## config.mk

```make
export PLATFORM = sky130hd
export DESIGN_NAME = load_store_unit
export DESIGN_NICKNAME = d
export VERILOG_FILES = /design/src/rtl/load_store_unit.sv
export SDC_FILE = /design/constraint.sdc
export NUM_CORES = 1
export LEC_CHECK = 0
export CORE_MARGIN = 2
export CORE_UTILIZATION = 43
export CTS_CLUSTER_DIAMETER = 30
export DETAILED_ROUTE_END_ITERATION = 10
export PLACE_DENSITY = 0.81
export SYNTH_ARGS = -nofsm -noshare
export SYNTH_HDL_FRONTEND = slang
export SYNTH_SLANG_ARGS = --single-unit
```

## constraint.sdc

```tcl
create_clock -name clk -period 2.2 [get_ports clk]
set_input_delay 0.44 -clock clk [delete_from_list [all_inputs] [get_ports clk]]
set_output_delay 0.44 -clock clk [all_outputs]
set_load 0.02 [all_outputs]
```

## src/rtl/load_store_unit.sv

```systemverilog
// Memory-access stage: runs one aligned data-memory transaction per start over a req/ack bus,
// with byte-lane steering, load sign/zero extension and misaligned/illegal/timeout fault reporting.
module load_store_unit #(
    parameter int TIMEOUT = 16
) (
    input  logic        clk,
    input  logic        rst_n,
    input  logic        start,
    input  logic        MemWr,
    input  logic [2:0]  MemOp,
    input  logic [31:0] addr,
    input  logic [31:0] wdata,
    output logic        busy,
    output logic        done,
    output logic [31:0] rdata,
    output logic [1:0]  fault,
    output logic        mem_req,
    output logic        mem_we,
    output logic [31:0] mem_addr,
    output logic [3:0]  mem_be,
    output logic [31:0] mem_wdata,
    input  logic        mem_ack,
    input  logic [31:0] mem_rdata
);

    localparam int CW = $clog2(TIMEOUT);

    typedef enum logic [1:0] {IDLE, REQ, DONE, ERR} state_t;

    typedef struct packed {
        logic        we;
        logic [31:0] addr;
        logic [3:0]  be;
        logic [31:0] wdata;
    } bus_t;

    state_t        state;
    bus_t          bus_q;
    logic [CW-1:0] cnt;
    logic [2:0]    op_q;
    logic [1:0]    off_q;

    logic [3:0]    be_n;
    logic [31:0]   wd_n;
    logic          illegal;
    logic          misal;
    logic [7:0]    byte_v;
    logic [15:0]   half_v;
    logic [31:0]   load_ext;

    assign mem_we    = bus_q.we;
    assign mem_addr  = bus_q.addr;
    assign mem_be    = bus_q.be;
    assign mem_wdata = bus_q.wdata;

    assign illegal = (MemOp > 3'b100) || (MemWr && MemOp[0]);
    assign misal   = (MemOp[2:1] == 2'b01 && addr[0]) ||
                     (MemOp == 3'b100 && addr[1:0] != 2'b00);

    always_comb begin
        be_n = 4'b0000;
        wd_n = '0;
        case (MemOp)
            3'b000, 3'b001: begin
                be_n = 4'b0001 << addr[1:0];
                wd_n = {4{wdata[7:0]}};
            end
            3'b010, 3'b011: begin
                be_n = 4'b0011 << {addr[1], 1'b0};
                wd_n = {2{wdata[15:0]}};
            end
            default: begin
                be_n = 4'b1111;
                wd_n = wdata;
            end
        endcase
        if (!MemWr) wd_n = '0;
    end

    // Extraction uses the offset/op captured at start, not the live inputs.
    always_comb begin
        byte_v   = mem_rdata[{off_q, 3'b000} +: 8];
        half_v   = mem_rdata[{off_q[1], 4'b0000} +: 16];
        load_ext = mem_rdata;
        case (op_q)
            3'b000:  load_ext = {{24{byte_v[7]}}, byte_v};
            3'b001:  load_ext = {24'b0, byte_v};
            3'b010:  load_ext = {{16{half_v[15]}}, half_v};
            3'b011:  load_ext = {16'b0, half_v};
            default: load_ext = mem_rdata;
        endcase
    end

    always_ff @(posedge clk) begin
        if (!rst_n) begin
            state   <= IDLE;
            cnt     <= '0;
            busy    <= 1'b0;
            done    <= 1'b0;
            rdata   <= '0;
            fault   <= 2'b00;
            mem_req <= 1'b0;
            bus_q   <= '0;
            op_q    <= '0;
            off_q   <= '0;
        end else begin
            case (state)
                IDLE: begin
                    done <= 1'b0;
                    if (start) begin
                        busy  <= 1'b1;
                        cnt   <= '0;
                        op_q  <= MemOp;
                        off_q <= addr[1:0];
                        if (illegal) begin
                            state <= ERR;
                            done  <= 1'b1;
                            fault <= 2'b11;
                        end else if (misal) begin
                            state <= ERR;
                            done  <= 1'b1;
                            fault <= 2'b01;
                        end else begin
                            state   <= REQ;
                            mem_req <= 1'b1;
                            bus_q   <= '{we: MemWr, addr: {addr[31:2], 2'b00},
                                         be: be_n, wdata: wd_n};
                        end
                    end
                end
                REQ: begin
                    // An ack arriving on the final allowed cycle still completes normally.
                    if (mem_ack) begin
                        mem_req <= 1'b0;
                        if (!bus_q.we) rdata <= load_ext;
                        state   <= DONE;
                        done    <= 1'b1;
                        fault   <= 2'b00;
                    end else if (cnt == CW'(TIMEOUT - 1)) begin
                        mem_req <= 1'b0;
                        state   <= ERR;
                        done    <= 1'b1;
                        fault   <= 2'b10;
                    end else begin
                        cnt <= cnt + 1'b1;
                    end
                end
                DONE, ERR: begin
                    done  <= 1'b0;
                    busy  <= 1'b0;
                    state <= IDLE;
                end
                default: state <= IDLE;
            endcase
        end
    end

endmodule
```

==> results.ini, run 1 <==
[run_status]
status=finished clean

[sta]
hold-worst-slack_ns=0.453
setup_viol=0
rsz0062_at_grt=no
relSlewSlack=0.636
slew_viol_final=0
post-route-min-period_ns=2.00
hold_violations=0
timing.final.crit_share=0.907
setup_tns_ns=0
fin_skew_ns=0.00825
timing.fmax_mhz=501
worst_pin_slew_ns=0.546

[floorplanning]
std_cell_rows=39
core_mm2=0.0116
dieArea_mm2=0.0129
die_y_um=114
die_w_um=114
initial_utilization=0.446
io_pins=210

[critical_path]
crit_slowest_cell=clkdlybuf4s50_1
cpLargestDelayFamily=buffers and inverters
cp_num_buf_inv=1
cp.required_ns=1.76
start_kind=flip-flop
worstPathCellList=clkdlybuf4s50_1
crit_type=flip-flop to primary output
path_depth=1
crit_path_end_kind=primary output
critical_path.max_stage_delay_ns=0.71
reg2reg_depth=4
cp.arrival_ns=1.56
critPathMaxFanout=4

[global_routing]
antenna_found_initial=0
gr-usage-all-layers=0.261
overflow=0
grt_pass1_wl_um=26700
grt_max_degree=53
grt_pass1_vias=5371

[logic_synthesis]
syn_area_per_cell_um2=8.41
synth_warnings=0
synthDistinctLibCells=48
seq_area_frac_synth=0.446
synth_area_mm2=0.00516
ys_ff_latch=115
syn_inst=613

[routing]
drt_iter0_markers=491
firstDrtPassIters=8
vias=5431
ant_nets=0
via_per_inst=5.60
post-route-drc-count=0
wire_per_inst_um=17.4
wirelength_um=16900

[clock_tree]
clockBufferDepth=2
insertion_delay_ns=0.41
hold_buffers=0
cts-root-buf=clkbuf_16
ctsResizeCount=0
clkSinkCount=115
postCtsSetupBuffers=0
htreeDepth=4
cts_made_buffers=17
cts_tree=built
path_clk_slew_ns=0.05

[final_layout]
final.fill_count=908
drive_gt1_frac=0.0993
final_cell_mix=clkdlybuf4s50_1, dfxtp_1, nand3_1
mostFrequentLayoutCell=clkdlybuf4s50_1
final_nets=918
n_antenna_cell=0
area_delta_synth_final_pct=56.1
finish.instance_area_mm2=0.00805

[pwr]
p_total_mw=6.03
power_density_mw_per_mm2=749
p_leak_nw=2.96
peakVddDrop_v=0.000542

[min_path]
hp-class=flip-flop to flip-flop
min_path_cells=2

[place]
dp_hpwl_um=12400
post_dp_cell_area_mm2=0.00746
gp_congestion=0.892
port_buffers=207

[job]
drv_cap=0

## cells in the mapped netlist, drive strengths merged
master / n / area, µm²
nor4bb: 1 / 10.0
xor2: 1 / 8.76
o2111ai: 1 / 8.76
nor2: 15 / 58.8
nor2b: 12 / 75.1
inv: 2 / 7.51
and2b: 2 / 15.0
nand3: 90 / 450
nand2b: 4 / 25.0
or3: 1 / 6.26
a31o: 6 / 52.6
mux4: 3 / 67.6
o221ai: 1 / 8.76
nand2: 68 / 255
a2bb2oi: 1 / 8.76
a21oi: 54 / 278
a221oi: 1 / 15.0
a21boi: 11 / 82.6
clkbuf: 32 / 120
and3: 1 / 6.26
a31oi: 1 / 6.26
dfxtp: 115 / 2300
nand3b: 1 / 11.3
nor3: 4 / 25.0
or3b: 2 / 17.5
mux2: 1 / 11.3
conb: 1 / 3.75
a21o: 7 / 52.6
o21ai: 83 / 419
a22o: 1 / 8.76
o22ai: 1 / 6.26
ha: 1 / 12.5
nor4: 1 / 12.5
nor3b: 3 / 43.8
a22oi: 8 / 60.1
o31ai: 24 / 180
mux2i: 26 / 260
buf: 26 / 163
## report_power, final
group / switching, mW / internal, mW
sequential: 0.0720 / 2.19
clock: 0.948 / 1.78
combinational: 0.532 / 0.519
total: 1.55 / 4.48
## metal layers
metal / up-vias / global-route usage / wire [µm]
met5: - / 0 / 0
met2: 261 / 0.445 / 8330
li1: 2601 / - / -
met1: 2537 / 0.301 / 6600
met3: 32 / 0.0983 / 1630
met4: 0 / 0.0919 / 308
## cell type report
type	count	area [µm²]	area share
Timing Repair Buffer	238	2390	0.297
Tap cell	143	179	0.0222
Inverter	2	7.51	0.000933
Sequential cell	115	2300	0.286
Clock buffer	23	488	0.0606
Multi-Input combinational cell	439	2580	0.321
Clock inverter	9	103	0.0127
## worst min-delay path, cell delays in order (launching register included)
cell     delay, ns
dfxtp_1       0.30
nand3_1       0.05
o21ai_1       0.05
## stage by stage
stage | utilization | instances | setup WS (ns)
2_1_floorplan | - | 614 | 0.519
3_3_place_gp | 0.645 | 937 | 0.157
3_5_place_dp | 0.645 | 937 | 0.0589
4_1_cts | 0.696 | 969 | 0.196
5_1_grt | 0.696 | 969 | 0.142
6_report | 0.696 | 969 | 0.204
## final timing paths
path | end | slack, ns | startpoint
setup / recovery | mem_we | 0.20 | mem_we
hold / removal | mem_addr[20] | 0.45 | mem_addr[20]
setup reg to reg | rdata[23] | 0.49 | off_q[1]
hold reg to reg | mem_addr[20] | 0.45 | mem_addr[20]
## registers in the layout (all words and copies together) (netlist names), 2 cells and up
register,count
rdata,32
cnt,4
mem_be,4
fault,2
off_q,2
mem_addr,30
mem_wdata,32
op_q,3
state,2
## logic make-up after synthesis
group | share of synthesized area
and+or+nand+nor | 0.196
AOI/OAI and AO/OA | 0.230
DFF | 0.446
buffers and inverters | 0.0563
muxes | 0.0658
adders and majority gates | 0.00243
other | 0.000727
xor gates and xnor gates | 0.00170
(Power assumes the default switching activity.)
==> run 2, diff against run 1 <==
--- a/config.mk
+++ b/config.mk
@@ -6,10 +6,11 @@
 export NUM_CORES = 1
 export LEC_CHECK = 0
 export CORE_MARGIN = 2
-export CORE_UTILIZATION = 43
+export CORE_UTILIZATION = 45
+export CTS_BUF_LIST = sky130_fd_sc_hd__clkbuf_4
 export CTS_CLUSTER_DIAMETER = 30
 export DETAILED_ROUTE_END_ITERATION = 10
-export PLACE_DENSITY = 0.81
+export PLACE_DENSITY = 0.84
 export SYNTH_ARGS = -nofsm -noshare
 export SYNTH_HDL_FRONTEND = slang
 export SYNTH_SLANG_ARGS = --single-unit
==> results.ini, run 2 (synthesis results as in run 1) <==
[clock_tree]
htreeDepth=4  ; unchanged
ctsResizeCount=0  ; unchanged
clockBufferDepth=2  ; unchanged
postCtsSetupBuffers=0  ; unchanged
cts_tree=built  ; unchanged
insertion_delay_ns=0.52  ; was 0.41 ns
path_clk_slew_ns=0.10  ; was 0.05 ns
clkSinkCount=115  ; unchanged
hold_buffers=0  ; unchanged
cts_made_buffers=17  ; unchanged
cts-root-buf=clkbuf_4  ; was clkbuf_16

[run_status]
status=finished clean  ; unchanged

[global_routing]
gr-usage-met2=0.432  ; was 0.445
gr-usage-all-layers=0.256  ; was 0.261
grt_pass1_vias=5127  ; was 5371
use_met1=0.304  ; was 0.301
grt_pass1_wl_um=25600  ; was 26700 µm
overflow=0  ; unchanged
antenna_found_initial=0  ; unchanged
grt_max_degree=47  ; was 53
busiest_layer=met2  ; unchanged
grt_util_met3=0.0804  ; was 0.0983

[final_layout]
mostFrequentLayoutCell=clkdlybuf4s50_1  ; unchanged
area_delta_synth_final_pct=48.4  ; was 56.1%
n_antenna_cell=0  ; unchanged
instances_no_fill=967  ; was 969
final_nets=917  ; was 918
drive_gt1_frac=0.0934  ; was 0.0993
final.fill_count=925  ; was 908
final_cell_mix=clkdlybuf4s50_1, dfxtp_1, nand3_1  ; unchanged

[floorplanning]
core_mm2=0.0113  ; was 0.0116 mm²
std_cell_rows=39  ; unchanged
io_pins=210  ; unchanged
initial_utilization=0.455  ; was 0.446
die_w_um=111  ; was 114 µm
dieArea_mm2=0.0123  ; was 0.0129 mm²
die_y_um=111  ; was 114 µm

[min_path]
hp-class=input port to flip-flop  ; was flip-flop to flip-flop

[routing]
post-route-drc-count=0  ; unchanged
via_per_inst=5.62  ; was 5.60
drt_iter0_markers=454  ; was 491
ant_nets=0  ; unchanged
vias=5436  ; was 5431
wirelength_um=16300  ; was 16900 µm
firstDrtPassIters=5  ; was 8
wire_per_inst_um=16.9  ; was 17.4 µm

[critical_path]
crit_slowest_cell=clkdlybuf4s50_1  ; unchanged
crit_type=flip-flop to primary output  ; unchanged
cp_num_buf_inv=1  ; unchanged
critPathMaxFanout=4  ; unchanged
cp.required_ns=1.76  ; about the same
crit_path_end_kind=primary output  ; unchanged
start_kind=flip-flop  ; unchanged
critical_path.max_stage_delay_ns=0.70  ; was 0.71 ns
worstPathCellList=clkdlybuf4s50_1  ; unchanged
cp.arrival_ns=1.66  ; was 1.56 ns
cpLargestDelayFamily=buffers and inverters  ; unchanged

[sta]
worst_pin_slew_ns=0.557  ; was 0.546 ns
timing.final.crit_share=0.954  ; was 0.907
fin_skew_ns=0.0153  ; was 0.00825 ns
timing.fmax_mhz=477  ; was 501 MHz
relSlewSlack=0.629  ; was 0.636
post-route-min-period_ns=2.10  ; was 2.00 ns
slew_viol_final=0  ; unchanged
hold_violations=0  ; unchanged
setup_viol=0  ; unchanged
rsz0062_at_grt=no  ; unchanged

[pwr]
p_total_mw=4.62  ; was 6.03 mW
peakVddDrop_v=0.000382  ; was 0.000542 V
p_leak_nw=2.78  ; was 2.96 nW
power_density_mw_per_mm2=604  ; was 749 mW/mm²

[place]
gp_congestion=0.906  ; was 0.892
port_buffers=207  ; unchanged
dp_hpwl_um=12200  ; was 12400 µm
dp_cells=936  ; was 937

[job]
drv_cap=0  ; unchanged

[run 2: cell count changes in the layout (fill, tap and decap cells not counted), sizes merged]
cell and change:
buf -1, clkinvlp +1, bufinv -1, clkinv +3, clkbuf -4
[run 2: power breakdown]
part           switching, mW  internal [mW]  leakage [nW]  total, mW
logic                  0.526          0.510          1.73       1.04
registers             0.0705           2.18         0.935       2.25
clock network          0.773          0.557         0.118       1.33
[run 2: metrics by stage]
stage	cell area [µm²]	setup WS, ns	hold slack, ns	TNS (ns)	util
after floorplan	5160	0.519	0.458	0	-
after global placement	7410	0.0682	0.443	0	0.655
after detailed placement	7410	-0.0787	0.449	-0.759	0.655
after CTS	7650	0.0544	0.320	0	0.676
after global routing	7650	0.00853	0.322	0	0.676
final	7650	0.102	0.358	0	0.676
[run 2: layout make-up]
type | count | area, µm² | area share
inverters | 2 | 7.51 | 0.000981
flip-flops and latches | 115 | 2300 | 0.301
repair buffers | 237 | 2340 | 0.307
multi-input cells | 439 | 2580 | 0.337
well taps | 143 | 179 | 0.0234
clock buffers | 19 | 143 | 0.0186
clock inverters | 12 | 92.6 | 0.0121
[run 2: worst paths after layout]
check	startpoint	to	slack (ns)	cells past startpoint
max	mem_we	mem_we	0.10	1
min	rst_n	mem_be[0]	0.36	3
min reg2reg	mem_addr[14]	mem_addr[14]	0.46	2
max reg2reg	op_q[1]	rdata[2]	0.47	4
[run 2: layer usage]
metal	vias to the layer above	part of all wire
li1	2598	-
met1	2536	0.40
met2	273	0.49
met3	29	0.097
met4	0	0.021
met5	-	0
==> run 3, diff against run 2 <==
--- a/config.mk
+++ b/config.mk
@@ -9,6 +9,7 @@
 export CORE_UTILIZATION = 45
 export CTS_BUF_LIST = sky130_fd_sc_hd__clkbuf_4
 export CTS_CLUSTER_DIAMETER = 30
+export CTS_CLUSTER_SIZE = 24
 export DETAILED_ROUTE_END_ITERATION = 10
 export PLACE_DENSITY = 0.84
 export SYNTH_ARGS = -nofsm -noshare
==> results of run 3 <==
The final DEF is identical to that of run 2; final timing and power are the same.
